$ cat config.mk
export PLATFORM = sky130hd
export DESIGN_NAME = mod_step
export DESIGN_NICKNAME = d
export VERILOG_FILES = /design/src/rtl/serial_mod_pkg.sv /design/src/rtl/serial_mod_checker_mod_step.sv
export SDC_FILE = /design/constraint.sdc
export NUM_CORES = 1
export LEC_CHECK = 0
export BUFFER_PORTS_ARGS = -buffer_cell sky130_fd_sc_hd__buf_2
export CELL_PAD_IN_SITES_DETAIL_PLACEMENT = 2
export CELL_PAD_IN_SITES_GLOBAL_PLACEMENT = 2
export CORE_AREA = 2 2 39 41
export DETAILED_ROUTE_END_ITERATION = 12
export DIE_AREA = 0 0 41 43
export MAX_ROUTING_LAYER = met4
export PLACE_DENSITY_LB_ADDON = 0.12
export SLEW_MARGIN = 20
export SYNTH_ARGS = -nofsm -noshare
export SYNTH_HDL_FRONTEND = slang
export SYNTH_SLANG_ARGS = --single-unit
$ cat constraint.sdc
create_clock -name vclk -period 2.5
set_input_delay 0.25 -clock vclk [all_inputs]
set_output_delay 0.25 -clock vclk [all_outputs]
set_load 0.02 [all_outputs]
$ cat src/rtl/serial_mod_pkg.sv
// Shared types and helpers for the serial divisibility checker.
// Used by the RTL and by the bench scoreboard.
package serial_mod_pkg;

  typedef enum logic {
    IDLE  = 1'b0,
    TRACK = 1'b1
  } state_e;

  // Ceiling log2, for sizing the residue register at elaboration time.
  function automatic int clog2(input int n);
    int v;
    int r;
    v = n - 1;
    r = 0;
    while (v > 0) begin
      r++;
      v = v >> 1;
    end
    return r;
  endfunction

  // One residue step: (r * 2^k + d) mod divisor, with no truncation of the intermediate.
  function automatic int mod_next(input int r, input int d, input int divisor, input int k);
    int wide;
    wide = (r << k) + d;
    return wide % divisor;
  endfunction

endpackage

$ cat src/rtl/serial_mod_checker_mod_step.sv
// Combinational residue step: folds one radix-2^K digit into the residue,
// one bit at a time, using a single conditional subtract per bit.
module mod_step
  import serial_mod_pkg::*;
#(
  parameter int DIVISOR        = 5,
  parameter int BITS_PER_CYCLE = 1,
  localparam int RES_W         = clog2(DIVISOR)
) (
  input  logic [RES_W-1:0]          r,
  input  logic [BITS_PER_CYCLE-1:0] d,
  input  logic                      restart,
  output logic [RES_W-1:0]          r_next
);

  localparam logic [RES_W:0] DIV_V = (RES_W + 1)'(DIVISOR);

  // acc stays below DIVISOR, so 2*acc+bit < 2*DIVISOR and one subtract suffices.
  logic [BITS_PER_CYCLE:0][RES_W-1:0] acc;

  assign acc[0] = restart ? '0 : r;

  for (genvar i = 0; i < BITS_PER_CYCLE; i++) begin : g_stage
    logic [RES_W:0] dbl;
    assign dbl      = {acc[i], d[BITS_PER_CYCLE-1-i]};
    assign acc[i+1] = (dbl >= DIV_V) ? RES_W'(dbl - DIV_V) : dbl[RES_W-1:0];
  end

  assign r_next = acc[BITS_PER_CYCLE];

endmodule

# ---- After elaboration in Yosys (flattened, before gate mapping)
# Index checks and enable logic that the tools add are counted.
dict set report classes {
  addsub 1
  magnitude_cmp 1
  mux 2
}
# operator count
set op_table {}
lappend op_table {{two-way mux 3 bit} 2}
lappend op_table {{>= comparator 4 x 3 -> 1 bit (second input constant)} 1}
lappend op_table {{subtractor 3 bit (second input constant)} 1}
dict set report totals {
  regBits 0
  input_bits 5
  word_cells 4
}

# ---- Logic depth before layout (Yosys ltp)
# Gate-level depths: netlist of the first run.
dict set report depth {
  ltp_word 3
  ltp_mapped 5
  depth_no_buf 5
}

# ---- Worst setup path before layout of the first run
# No wires, ideal clock.
dict set report synth_path {
  kind {input to output}
  from {input port restart}
  to {output port r_next[1]}
  arrival_ns 1.332
  slack_ns 0.918
  cell_stages 5
  path_buffers 0
  path_cell_list {nand2b_1 -> ha_1 -> nand2b_1 -> a21oi_1 -> mux2i_1}
}
dict set report synth_between {
  elab_chain_cells 3
}
# item line
set synth_lines {}
lappend synth_lines {{from (decl)} serial_mod_checker_mod_step.sv:12} ;# input logic restart,
lappend synth_lines {{two-way mux 3 bit *} serial_mod_checker_mod_step.sv:21} ;# assign acc[0] = restart ? '0 : r;
lappend synth_lines {{>= comparator 4 x 3 -> 1 bit / subtractor 3 bit (equally long branches)} serial_mod_checker_mod_step.sv:26} ;# assign acc[i+1] = (dbl >= DIV_V) ? RES_W'(dbl - DIV_V) : dbl[RES_W-1:0];
lappend synth_lines {{two-way mux 3 bit *} serial_mod_checker_mod_step.sv:26}
lappend synth_lines {{to (decl)} serial_mod_checker_mod_step.sv:13} ;# output logic [RES_W-1:0] r_next
# Every way passes the cells marked *; elsewhere a longest branch is shown, timed or not.

# ---- Final worst setup path of the first run
# Same ends and word-level chain as after synthesis.

==> results of run 1 <==
stage by stage:
| step | power [uW] | cell area [sq um] | cells | utilization (%) |
|---|---|---|---|---|
| after CTS | 30.6 | 163 | 39 | 11.8 |
| final | 29.6 | 163 | 39 | 11.8 |
| after detailed placement | 30.5 | 163 | 39 | 11.8 |
| after floorplan | 17.9 | 103 | 15 | - |
| after global routing | 33.8 | 163 | 39 | 11.8 |
| after global placement | 30.2 | 163 | 39 | 11.8 |
cell usage in the layout, fill, tap and decap left out, drive strengths merged:
master  Yosys  final
a21oi       2      2
buf         0      8
ha          2      2
inv         1      1
mux2i       1      1
nand2       2      2
nand2b      2      2
nor2        1      1
o21ai       1      1
o21ba       1      1
or2         1      1
xnor2       1      1
cells by family after synthesis:
family / synth area share [%]
AND/OR/NAND/NOR: 29.3
AO/OA/AOI/OAI: 24.4
buffers and inverters: 3.66
adder cells (fa/ha/maj): 24.4
multiplexers: 9.76
XOR/XNOR: 8.54
layout make-up:
type	instances	share of cell area (%)
multi-input cells	14	60.8
repair buffers	8	24.6
inverters	1	2.31
well taps	16	12.3
power groups by stage:
stage	logic, uW	registers, uW	clock network, uW
6_report	29.6	0	0
4_1_cts	30.6	0	0
3_3_place_gp	30.2	0	0
5_1_grt	33.8	0	0
2_1_floorplan	17.9	0	0
3_5_place_dp	30.5	0	0
metal layers:
layer	vias up	GRT usage [%]	part of all wire, %
met1	58	6.65	45
met2	6	6.25	46
met3	0	0	8.9
met5	-	-	0
li1	66	-	-
met4	0	0	0
worst max-delay path by stage:
stage / from / to / slack [ns] / depth (start not counted)
4_1_cts: restart / r_next[1] / 0.76 / 7
5_1_grt: restart / r_next[1] / 0.64 / 7
6_report: restart / r_next[1] / 0.80 / 7
3_3_place_gp: restart / r_next[1] / 0.78 / 7
2_1_floorplan: restart / r_next[1] / 0.92 / 5
3_5_place_dp: restart / r_next[1] / 0.76 / 7
==> results.cfg, run 1 <==
[run_status]
status = finished, final reports clean

[die]
coreArea_sq_um = 1380
io_pins = 8
dieHeight_um = 43
fp.dieW_um = 41
initial_core_util_pct = 7.41
rows = 14
dieArea_sq_um = 1760

[worst_setup_path]
critPathLaunchType = input pin
path_delay_family = simple AND/OR/NAND/NOR gates
slowest_delay_ns = 0.20
cp-end-kind = primary output
worst-path-buf-inv = 2
critPathKind = input pin to primary output
worst_path_max_delay_cell = mux2i_1
arrival_ns = 1.45
path_cells = buf_2 > nand2b_1 > ha_1 > nand2b_1 > a21oi_1 > mux2i_1 > buf_2
cp_max_fo = 4
worstPathRequired_ns = 2.25

[layout]
nNetsFinal = 32
n_antenna_cell = 0
fillers = 170
final.clkbuf_count = 0
drive_gt1_share_pct = 34.8
register_area_sq_um = 0
syn_to_final_growth_pct = 58.5
seq_cells = 0
multi_input_area_sq_um = 98.8

[synthesis]
syn_avg_cell_area_sq_um = 6.84
synth.top_cell.area_share_pct = 24.4
synth.distinct_cells = 11
syn_area_sq_um = 103
synthCells = 15
synth_area_leaders = ha_1 (24%), nand2b_1 (12%), a21oi_1 (9.8%)
yosysWarnings = 0
seq_area_frac_synth_pct = 0
synth_common_cells = a21oi_1 (2), ha_1 (2), nand2_1 (2), nand2b_1 (2)
synth_top_area_cell = ha_1
syn_nets = 22

[sta]
tightest_slew_ns = 0.170
timing.slew.headroom_pct = 88.7
hold_ws_ns = 0.790
maxSlewViolCount = 0
setup_slack_ns = 0.798
finalSetupTns_ns = 0
fin_crit_sh_pct = 68.1
grt_setup_unrepaired = false
final_hold_viol_count = 0
fmax_ghz = 0.587
fin_crit_ns = 1.70
setup_viol = 0

[power]
p_int_uw = 13.0
p_comb_share_pct = 100.0
pwr-share-seq_pct = 0
leakage_uw = 0.0000825
swShare_pct = 56.2
vdd_drop_max_uv = 19.3
clockPowerShare_pct = 0
p_sw_uw = 16.6
powerDensity_nw_per_um2 = 182

[clock_tree]
postCtsSetupRepairBufs = 0
post_cts_resized = 0
cts.hold.buffers_added = 0

[routing]
num_vias = 130
drtPass1Iterations = 4
drt_first_iter_violations = 1
ant_nets = 0
wirelength_um = 302
wire_per_inst_um = 7.74
route.detailed.drc = 0
vias_per_cell = 3.33

[min_path]
min_to = r_next[2]
worstHoldPathCells = 3
hold_path_class = input pin to primary output
hp-start = restart

[grt]
grt_pass1_vias = 122
grt.overflow.total = 0
grt_max_degree = 5
grt_usage_pct = 4.20
antenna_found_initial = 0
grt_pass1_wl_um = 538

[placement]
dp_hpwl_um = 282
portBuffers = 8
gp_congestion = 0.567
dpl_worst_slack_ns = 0.761

[run]
cap_viol_max_count = 0
Power figures use the tool's default switching activity.
==> run 2: changes to the inputs <==
Clock period 2.5 ns to 1.4 ns, I/O delays scaled along.
==> run 2 against run 1 <==
Via count rose by 3.8%. Non-clock buffer count rose by 1. Sequential share of layout area unchanged. Total power grew 120%. Worst hold slack lost 0.18 ns. First-iteration DRC count decreased by 100%. Critical path depth unchanged. Final area grew 19%. Setup slack worse by 0.73 ns. Utilization grew 2.3 points. Critical path type unchanged. Largest power group unchanged. Highest routed layer unchanged.
==> results.cfg, run 2 (synthesized netlist as in run 1, its figures left out) <==
[routing]
met2_length_um = 149
ant_nets = 0
wirelength_um = 324
wire_per_inst_um = 8.10
vias_per_cell = 3.38
drt_first_iter_violations = 0
wl_met1_um = 143
highest_layer = met3
route.detailed.drc = 0
met3_length_um = 32
num_vias = 135
drtPass1Iterations = 1

[grt]
grt_max_degree = 5
grt_pass1_wl_um = 469
antenna_found_initial = 0
grt.overflow.total = 0
grt_pass1_vias = 105
grt_usage_pct = 3.68

[worst_setup_path]
cp-end-kind = primary output
worst-path-buf-inv = 2
slowest_delay_ns = 0.19
crit_top_cell = nand2b_4
cp_max_fo = 3
path_cells = buf_2 > nand2b_4 > ha_2 > nand2b_4 > a21oi_2 > mux2i_1 > buf_4
worstPathRequired_ns = 1.26
arrival_ns = 1.19
worst_path_max_delay_cell = mux2i_1
path_delay_family = simple AND/OR/NAND/NOR gates
critPathLaunchType = input pin
critPathKind = input pin to primary output

[layout]
layout_common_cells = buf_2 (7), nand2b_4 (2), nand2_1 (2), buf_4 (2)
syn_to_final_growth_pct = 89.0
register_area_sq_um = 0
design_area_sq_um = 194
nNetsFinal = 33
layout_commonest_cell = buf_2
drive_gt1_share_pct = 54.2
n_antenna_cell = 0
seq_cells = 0
final.clkbuf_count = 0

[sta]
fmax_ghz = 0.750
fin_crit_ns = 1.33
setup_viol = 0
final_hold_viol_count = 0
tightest_slew_ns = 0.174
maxSlewViolCount = 0
timing.slew.headroom_pct = 88.4
fin_crit_sh_pct = 95.3

[die]
coreArea_sq_um = 1380
rows = 14
io_pins = 8
initial_core_util_pct = 7.41
dieArea_sq_um = 1760
dieHeight_um = 43
fp.dieW_um = 41

[power]
leakage_uw = 0.0000969
power.total_uw = 64.6
powerDensity_nw_per_um2 = 333
vdd_drop_max_uv = 48.4

[run_status]
status = finished, final reports clean

[placement]
portBuffers = 8
dp_hpwl_um = 271
dpl_cell_area_sq_um = 170
gp_congestion = 0.570

[min_path]
hold_path_class = input pin to primary output

[run]
cap_viol_max_count = 0
==> run 2: timing repair <==
item,4_1_cts,5_1_grt
pin swaps,1,1
setup endpoints to repair,1,2
hold buffers,0,0
cloned,0,0
setup buffers,0,0
resized for setup,3,2
==> run 2: worst paths after layout <==
path / start / endpoint / slack, ns / depth (start not counted)
min: d / r_next[0] / 0.61 / 3
max: restart / r_next[1] / 0.07 / 7
==> run 2: area by class of cell <==
class / instances / area [sq um]
fillers: 166 / 1190
inverters: 1 / 3.75
multi-input cells: 14 / 120
well taps: 16 / 20.0
repair buffers: 9 / 50.0
==> run 2: power breakdown <==
| part | switching (uW) | internal (uW) | leakage, uW | total (uW) |
|---|---|---|---|---|
| Combinational | 33.6 | 31.1 | 0.0000969 | 64.6 |
| Sequential | 0 | 0 | 0 | 0 |
| Clock | 0 | 0 | 0 | 0 |
| Total | 33.6 | 31.1 | 0.0000969 | 64.6 |
==> run 2: stage by stage <==
step	std cells	setup slack, ns	utilization [%]	hold slack (ns)	TNS [ns]
final	40	0.0658	14.0	0.606	0
after global routing	40	-0.00147	14.0	0.644	-0.00147
after CTS	40	0.0293	13.3	0.612	0
after detailed placement	40	-0.0929	12.3	0.612	-0.0929
after global placement	40	-0.0723	12.3	0.609	-0.0723
after floorplan	15	0.0385	-	0.357	0
==> run 2: per-layer routing <==
layer | vias to the layer above | track usage [%]
met5 | - | -
met1 | 61 | 6.01
met2 | 6 | 5.31
met4 | 0 | 0
li1 | 68 | -
met3 | 0 | 0
==> run 3: changes to the inputs <==
Settings changed: ABC_AREA set to 1.
==> run 3 against run 2 <==
Synthesized cell count rose by 60%. Maximum frequency grew 4.2%. Non-clock buffer count is 1 lower. Sequential share of layout area stayed put. Worst hold slack gained 0.064 ns. Sequential cell count did not move. Cell count is 20% higher. Combinational power fell by 1%. Clock-buffer cell count did not move. Via count is 22% higher. Routed wire length is 26% higher. Setup slack better by 0.054 ns. Critical path type unchanged.
==> results.cfg, run 3 <==
[run_status]
status = finished, final reports clean

[grt]
grt_usage_pct = 5.73
antenna_found_initial = 0
globalRouteMet1Util_pct = 6.65
grt_max_degree = 5
met3_usage_pct = 0
grt_pass1_wl_um = 724
grt_pass1_vias = 179
grt.overflow.total = 0
use_met2_pct = 10.9
grt.busiest_layer = met2

[sta]
fmax_ghz = 0.781
grt_setup_unrepaired = false
tightest_slew_ns = 0.127
setup_viol = 0
fin_crit_sh_pct = 91.4
fin_crit_ns = 1.28
timing.slew.headroom_pct = 91.5
finalSetupTns_ns = 0
final_hold_viol_count = 0
maxSlewViolCount = 0

[clock_tree]
cts.hold.buffers_added = 0
postCtsSetupRepairBufs = 0

[min_path]
min_to = r_next[0]
hold_path_class = input pin to primary output
worstHoldPathCells = 4
hp-start = d

[layout]
nNetsFinal = 41
n_antenna_cell = 0
multi_input_area_sq_um = 103
register_area_sq_um = 0
final.clkbuf_count = 0
seq_cells = 0
syn_to_final_growth_pct = 56.6
fillers = 170
utilization_pct = 14.0
layout_common_cells = nand2_1 (6), buf_2 (6), inv_1 (5), nand2_2 (3)
instances_no_fill = 48
drive_gt1_share_pct = 50.0

[power]
vdd_drop_max_uv = 76.6
leakage_uw = 0.000114
powerDensity_nw_per_um2 = 329

[synthesis]
yosysWarnings = 0
syn_area_sq_um = 124
syn_nets = 31
seq_area_frac_synth_pct = 0
synth_area_leaders = ha_1 (20%), nand2_1 (18%), inv_1 (15%)
synth.distinct_cells = 10
synthCells = 24
syn_avg_cell_area_sq_um = 5.16
post-synth-top-count-cell = nand2_1
synth_common_cells = nand2_1 (6), inv_1 (5), nand2_2 (3)
synth_top_area_cell = ha_1
synth.top_cell.area_share_pct = 20.2

[worst_setup_path]
worst_path_max_delay_cell = or2_0
path_cells = buf_2 > nor2_2 > inv_1 > ha_2 > or2_0 > o21ai_1 > buf_4
slowest_delay_ns = 0.20
arrival_ns = 1.14
worst-path-buf-inv = 3
critPathKind = input pin to primary output
path_delay_family = buffers and inverters
cp-end-kind = primary output
worstPathRequired_ns = 1.26
cp_max_fo = 3
critPathLaunchType = input pin
cp-startpoint = restart

[run]
cap_viol_max_count = 0

[die]
dieHeight_um = 43
dieArea_sq_um = 1760
coreArea_sq_um = 1380
rows = 14
initial_core_util_pct = 8.95
io_pins = 8
fp.dieW_um = 41

[placement]
dp_hpwl_um = 389
portBuffers = 8
dp.cells = 48
gp_congestion = 0.669

[routing]
drtPass1Iterations = 2
wirelength_um = 409
ant_nets = 0
vias_per_cell = 3.44
num_vias = 165
wire_per_inst_um = 8.52
route.detailed.drc = 0
drt_first_iter_violations = 2
[run 3: timing repair]
item	4_1_cts	5_1_grt
endpoints found under the hold margin	0	0
endpoints found under the setup margin	0	3
resized for setup	0	4
[run 3: layer usage]
layer  wire length (um)  up-vias  part of all wire, %
met3                 21        0                  5.1
met5                  0        -                    0
li1                   -       85                    -
met1                161       76                   39
met2                226        4                   55
met4                  0        0                    0
[run 3: worst max path at each step]
stage                 to  slack [ns]  depth (start not counted)
2_1_floorplan  r_next[2]        0.22                          6
3_5_place_dp   r_next[2]        0.02                          7
5_1_grt        r_next[2]        0.01                          7
4_1_cts        r_next[2]        0.02                          7
3_3_place_gp   r_next[0]        0.06                         10
6_report       r_next[2]        0.12                          7
[run 3: layout make-up]
type	count	area share, %
inverters	7	13.5
multi-input cells	17	52.9
well taps	16	10.3
repair buffers	8	23.2
[run 3: where the power goes]
group          total (uW)  switching, uW  internal [uW]
clock                   0              0              0
combinational        63.8           37.6           26.1
sequential              0              0              0
[run 3: cells by family (layout without fill, tap and decap cells)]
family	after synthesis	in the layout	share of synthesized area (%)
buffers and inverters	7	15	21.2
adder cells (fa/ha/maj)	2	2	20.2
AND/OR/NAND/NOR	14	14	54.5
AO/OA/AOI/OAI	1	1	4.04
[run 3: through the flow]
stage | area [sq um] | setup slack [ns] | total power, uW | hold slack [ns]
6_report | 194 | 0.120 | 63.8 | 0.669
5_1_grt | 194 | 0.0119 | 72.7 | 0.700
3_3_place_gp | 184 | 0.0577 | 59.6 | 0.657
4_1_cts | 184 | 0.0232 | 61.6 | 0.677
3_5_place_dp | 184 | 0.0232 | 61.4 | 0.672
2_1_floorplan | 124 | 0.221 | 38.0 | 0.470
